==> config.mk <==
export PLATFORM = sky130hd
export DESIGN_NAME = mux_arb_n
export DESIGN_NICKNAME = d
export VERILOG_FILES = /design/src/rtl/mux_arb_n.sv
export SDC_FILE = /design/constraint.sdc
export NUM_CORES = 1
export LEC_CHECK = 0
export BUFFER_PORTS_ARGS = -buffer_cell sky130_fd_sc_hd__buf_2
export CAP_MARGIN = 20
export CORE_MARGIN = 2
export CORE_UTILIZATION = 53
export CTS_CLUSTER_SIZE = 30
export DETAILED_ROUTE_END_ITERATION = 16
export GPL_TIMING_DRIVEN = 0
export HOLD_SLACK_MARGIN = 0.1
export PLACE_DENSITY = 0.86
export SLEW_MARGIN = 20
export SYNTH_ARGS = -nofsm -noshare
export SYNTH_HDL_FRONTEND = slang
export SYNTH_SLANG_ARGS = --single-unit
==> constraint.sdc <==
create_clock -name clk -period 3.05 [get_ports clk]
set_input_delay 0.1525 -clock clk [delete_from_list [all_inputs] [get_ports clk]]
set_output_delay 0.1525 -clock clk [all_outputs]
set_load 0.05 [all_outputs]
==> src/rtl/mux_arb_n.sv <==
// N:1 stream merge with fixed-select or round-robin grant into a one-entry output register.
// Latency 1 cycle; a stalled output (out_valid & !out_ready) blocks all inputs until consumed.
module mux_arb_n #(
    parameter int WIDTH    = 8,
    parameter int CHANNELS = 4,
    localparam int SEL_W   = $clog2(CHANNELS)
) (
    input  logic                      clk,
    input  logic                      rst_n,
    input  logic                      mode,
    input  logic [SEL_W-1:0]          sel,
    input  logic [CHANNELS*WIDTH-1:0] in_data,
    input  logic [CHANNELS-1:0]       in_valid,
    output logic [CHANNELS-1:0]       in_ready,
    output logic [WIDTH-1:0]          out_data,
    output logic [SEL_W-1:0]          out_chan,
    output logic                      out_valid,
    input  logic                      out_ready
);

    logic [SEL_W-1:0] ptr_q, ptr_d;
    logic [WIDTH-1:0] out_data_q, out_data_d;
    logic [SEL_W-1:0] out_chan_q, out_chan_d;
    logic             out_valid_q, out_valid_d;

    logic [SEL_W-1:0] grant;
    logic [SEL_W-1:0] scan_idx;
    logic             grant_ok;
    logic             load_en;
    logic             accept;

    // Round-robin scan runs farthest-first so the nearest valid channel after ptr wins.
    always_comb begin
        grant    = sel;
        grant_ok = 1'b0;
        scan_idx = '0;
        if (!mode) begin
            if (int'(sel) < CHANNELS) begin
                grant_ok = in_valid[sel];
            end
        end else begin
            grant = ptr_q;
            for (int i = CHANNELS; i >= 1; i--) begin
                scan_idx = SEL_W'((int'(ptr_q) + i) % CHANNELS);
                if (in_valid[scan_idx]) begin
                    grant    = scan_idx;
                    grant_ok = 1'b1;
                end
            end
        end
    end

    assign load_en = !out_valid_q || out_ready;
    assign accept  = load_en && grant_ok && rst_n;

    always_comb begin
        in_ready = '0;
        if (accept) begin
            in_ready[grant] = 1'b1;
        end
    end

    always_comb begin
        ptr_d       = ptr_q;
        out_data_d  = out_data_q;
        out_chan_d  = out_chan_q;
        out_valid_d = out_valid_q;
        if (accept) begin
            out_data_d  = in_data[int'(grant)*WIDTH +: WIDTH];
            out_chan_d  = grant;
            out_valid_d = 1'b1;
            ptr_d       = grant;
        end else if (load_en) begin
            out_valid_d = 1'b0;
        end
    end

    always_ff @(posedge clk or negedge rst_n) begin
        if (!rst_n) begin
            ptr_q       <= SEL_W'(CHANNELS - 1);
            out_data_q  <= '0;
            out_chan_q  <= '0;
            out_valid_q <= 1'b0;
        end else begin
            ptr_q       <= ptr_d;
            out_data_q  <= out_data_d;
            out_chan_q  <= out_chan_d;
            out_valid_q <= out_valid_d;
        end
    end

    assign out_data  = out_data_q;
    assign out_chan  = out_chan_q;
    assign out_valid = out_valid_q;

endmodule

==> metrics.md <==
| Metric | Value |
|---|---|
| Run status | completed |
| Post-Syn Nets | between 200 and 250 |
| Crit Path Category | reg2out |
| # setup viols final | 0 |
| Most frequent CP cell | buf_6 |
| Power Density | 533 nW/um2 |
| I/O pins | 57 |
| Worst Skew | 1.49 ps |
| Met3 WL | 277 um |
| Synth warnings | 0 |
| Mapped Area | 1490 um2 |
| Placed Area | 1800 um2 |
| Multi-input logic area | 1040 um2 |
| H-tree depth | 1 |
| First-pass GRT wire length | around 7400 um |
| Final wirelength | 4340 um |
| CTS tree | yes |
| Largest net degree at the start of global routing | 16 |
| Fin. Hold Viols | 0 |
| Total of max-cap violations | 0 |
| Clock latency on the worst-skew pair | 280 ps |
| Crit path depth | 7 |
| Synth Flop Type | dfrtp_1 |
| Endpoint class of the critical path | primary output |
| Register area share after synthesis | about 22% |
| Root Buffer Master | clkbuf_4 |
| Placed cells | 263 |
| Vias/cell | 6.35 |
| Routed vias | 1,702 |
| Die Wd | 56.9 um |
| Met2 WL post-DR | 2120 um |
| Post-route minimum period | about 2500 ps |
| Residual DRC | 0 |
| Bufs and invs on worst path | 3 |
| PortBufs | 55 |
| Area grow syn2layout | 23.6% |
| WHS | 165 ps |
| Tcrit/Tclk final | 81.1% |
| Starting DRC count in detailed routing | 78 |
| Synth unique cells | 36 |
| Crit-path max FO | 10 |
| Worst setup path startpoint | ptr_q[0] |
| Syn Inst Count | 177 |
| Worst EP required | 2900 ps |
| Fraction of registers with async set or reset after synthesis | 100% |
| Fill cells | approximately 240 |
| #FFs+latches synth | 13 |
| Worst Hold Depth | 3 |
| Post-CTS sizing | 0 |
| Crit-path slowest cell | dfstp_2 |
| Final core occ | 67.7% |
| Final Max Slew Viols | 0 |
| LEAKAGE | ~0.83 nW |
| First-pass detailed-route iteration total | 4 |
| Die area | 3240 um2 |
| FF+latch area | about 330 um2 |
| Finished Cell Area | approximately 1800 um2 |
| Antenna Cells | 0 |
| Final worst setup slack | 578 ps |
| Gr usage total | 28.1% |
| Crit start category | flip-flop |
| Reg clk slew, reported paths | 70 ps |
| Initial antenna violation count | 0 |
| Peak Freq | 0.404 GHz |
| Total negative slack | 0 ps |
| Crit path DAT | ~2300 ps |
| Worst min path class | in2reg |
| Maximum buffer depth of the clock tree | 2 |
| Cell Rows | 19 |
| Clock sink count | 13 |
| Gpl congestion | 0.820 |
| Total power | 0.978 mW |
| Reg-to-Reg Start | ptr_q[1] |
| Die span in y | 56.9 um |
| Top Metal Used | met4 |
| Unrepaired setup endpoints after global routing | no |
| WL per Instance | 16.2 um |
| Placement Setup Slack | 890 ps |
| Synthesized area per cell | 8.39 um2 |
| Worst relative slew slack | 53.9% |
| Non-filler cells in the finished layout | 268 |
| Nets | between 200 and 300 |
| Worst-Margin Slew | roughly 690 ps |
| Post-route ant nets | 0 |
| Num CTS Buffers | 3 |
| R2R cell count | 7 |
| Crit-path cells | nor2b_4 -> buf_6 -> o21a_1 -> o32ai_2 -> buf_6 -> nor2b_1 -> buf_2 |
| CP max stage delay | slightly below 600 ps |
| Share of post-route cells with drive strength above 1 | 32.5% |
| Core Box Area | 2710 um2 |
| Initial core utilization | 54.8% |
| Detailed placer's ending HPWL | 3180 um |
| Post-synth EDFFs | 0 |
| Metal1 wirelength | around 1900 um |
| Vias in the first global route | between 1,500 and 2,000 |
| Total gr overflow | 0 |
| VDD IR max | about 0.57 mV |
| Crit-path leading delay family | compound AO/OA/AOI/OAI gates |
| Worst Hold Launch | out_ready |
## timing repair
| item | CTS | global route |
|---|---|---|
| endpoints found under the hold margin | 13 | 0 |
| hold buffers | 1 | 0 |
| buffers inserted | 0 | 0 |
## flip-flops by register name, indices dropped and copies added (netlist names)
| register | count |
|---|---|
| out_valid | 1 |
| ptr_q | 2 |
| out_chan | 2 |
| out_data | 8 |
## worst reg2reg max path, delay by kind of cell, from the launching register on
family	cells	cell delay [ps]
DFF	1	540
AOI/OAI and AO/OA	2	400
and+or+nand+nor	3	330
buffers and inverters	2	680
## placed cells by master, fill, tap and decap left out, types with 9 or more instances in the layout
master,n
buf_2,59
mux2i_1,18
o21ai_0,17
nor4b_1,16
nor2_1,14
a21o_1,11
dfrtp_1,11
nand3_1,10
nand4_1,9
## routing by layer
layer  track usage (%)  up-vias
li1                  -      824
met1              37.7      796
met2              47.3       75
met3              4.54        7
met4              7.64        0
met5                 0        -
## cells in the mapped netlist, types with 7 or more instances
| library cell | count | area, um2 |
|---|---|---|
| a311oi_1 | 8 | 70.1 |
| a21o_1 | 11 | 82.6 |
| clkbuf_1 | 7 | 26.3 |
| a31oi_1 | 8 | 50.1 |
| nand3_1 | 10 | 50.1 |
| o221a_1 | 8 | 90.1 |
| nor4b_1 | 16 | 140 |
| o21ai_0 | 17 | 85.1 |
| mux2i_1 | 18 | 180 |
| dfrtp_1 | 11 | 275 |
| nor2_1 | 14 | 52.6 |
| nand4_1 | 9 | 56.3 |
## cell type report
type                            instances  area share [%]
Inverter                                2           0.409
Tap cell                               31            2.11
Multi-Input combinational cell        144            56.8
Timing Repair Buffer                   56            15.5
Clock buffer                            4            1.43
Buffer                                 18            5.86
Sequential cell                        13            17.9
## where the power goes
group / internal (mW) / switching (mW) / leakage (nW)
Clock: 0.0509 / 0.0550 / 0.0150
Combinational: 0.197 / 0.406 / 0.670
Sequential: 0.232 / 0.0361 / 0.147
Total: 0.480 / 0.497 / 0.832
## path summary, 6_finish.rpt
check | end | slack (ps)
max | in_ready[0] | 580
min | out_valid | 170
max reg2reg | out_data[0] | 990
min reg2reg | out_chan[1] | 480
max in group asynchronous | ptr_q[1] | 2450
min in group asynchronous | out_valid | 310
## cell families after synthesis
kind of cell / after synthesis / synth area share (%)
multiplexers: 18 / 12.1
AND/OR/NAND/NOR: 65 / 27.1
AO/OA/AOI/OAI: 61 / 30.9
buffers and inverters: 20 / 7.75
flip-flops: 13 / 22.1
Power figures use the tool's default switching activity.
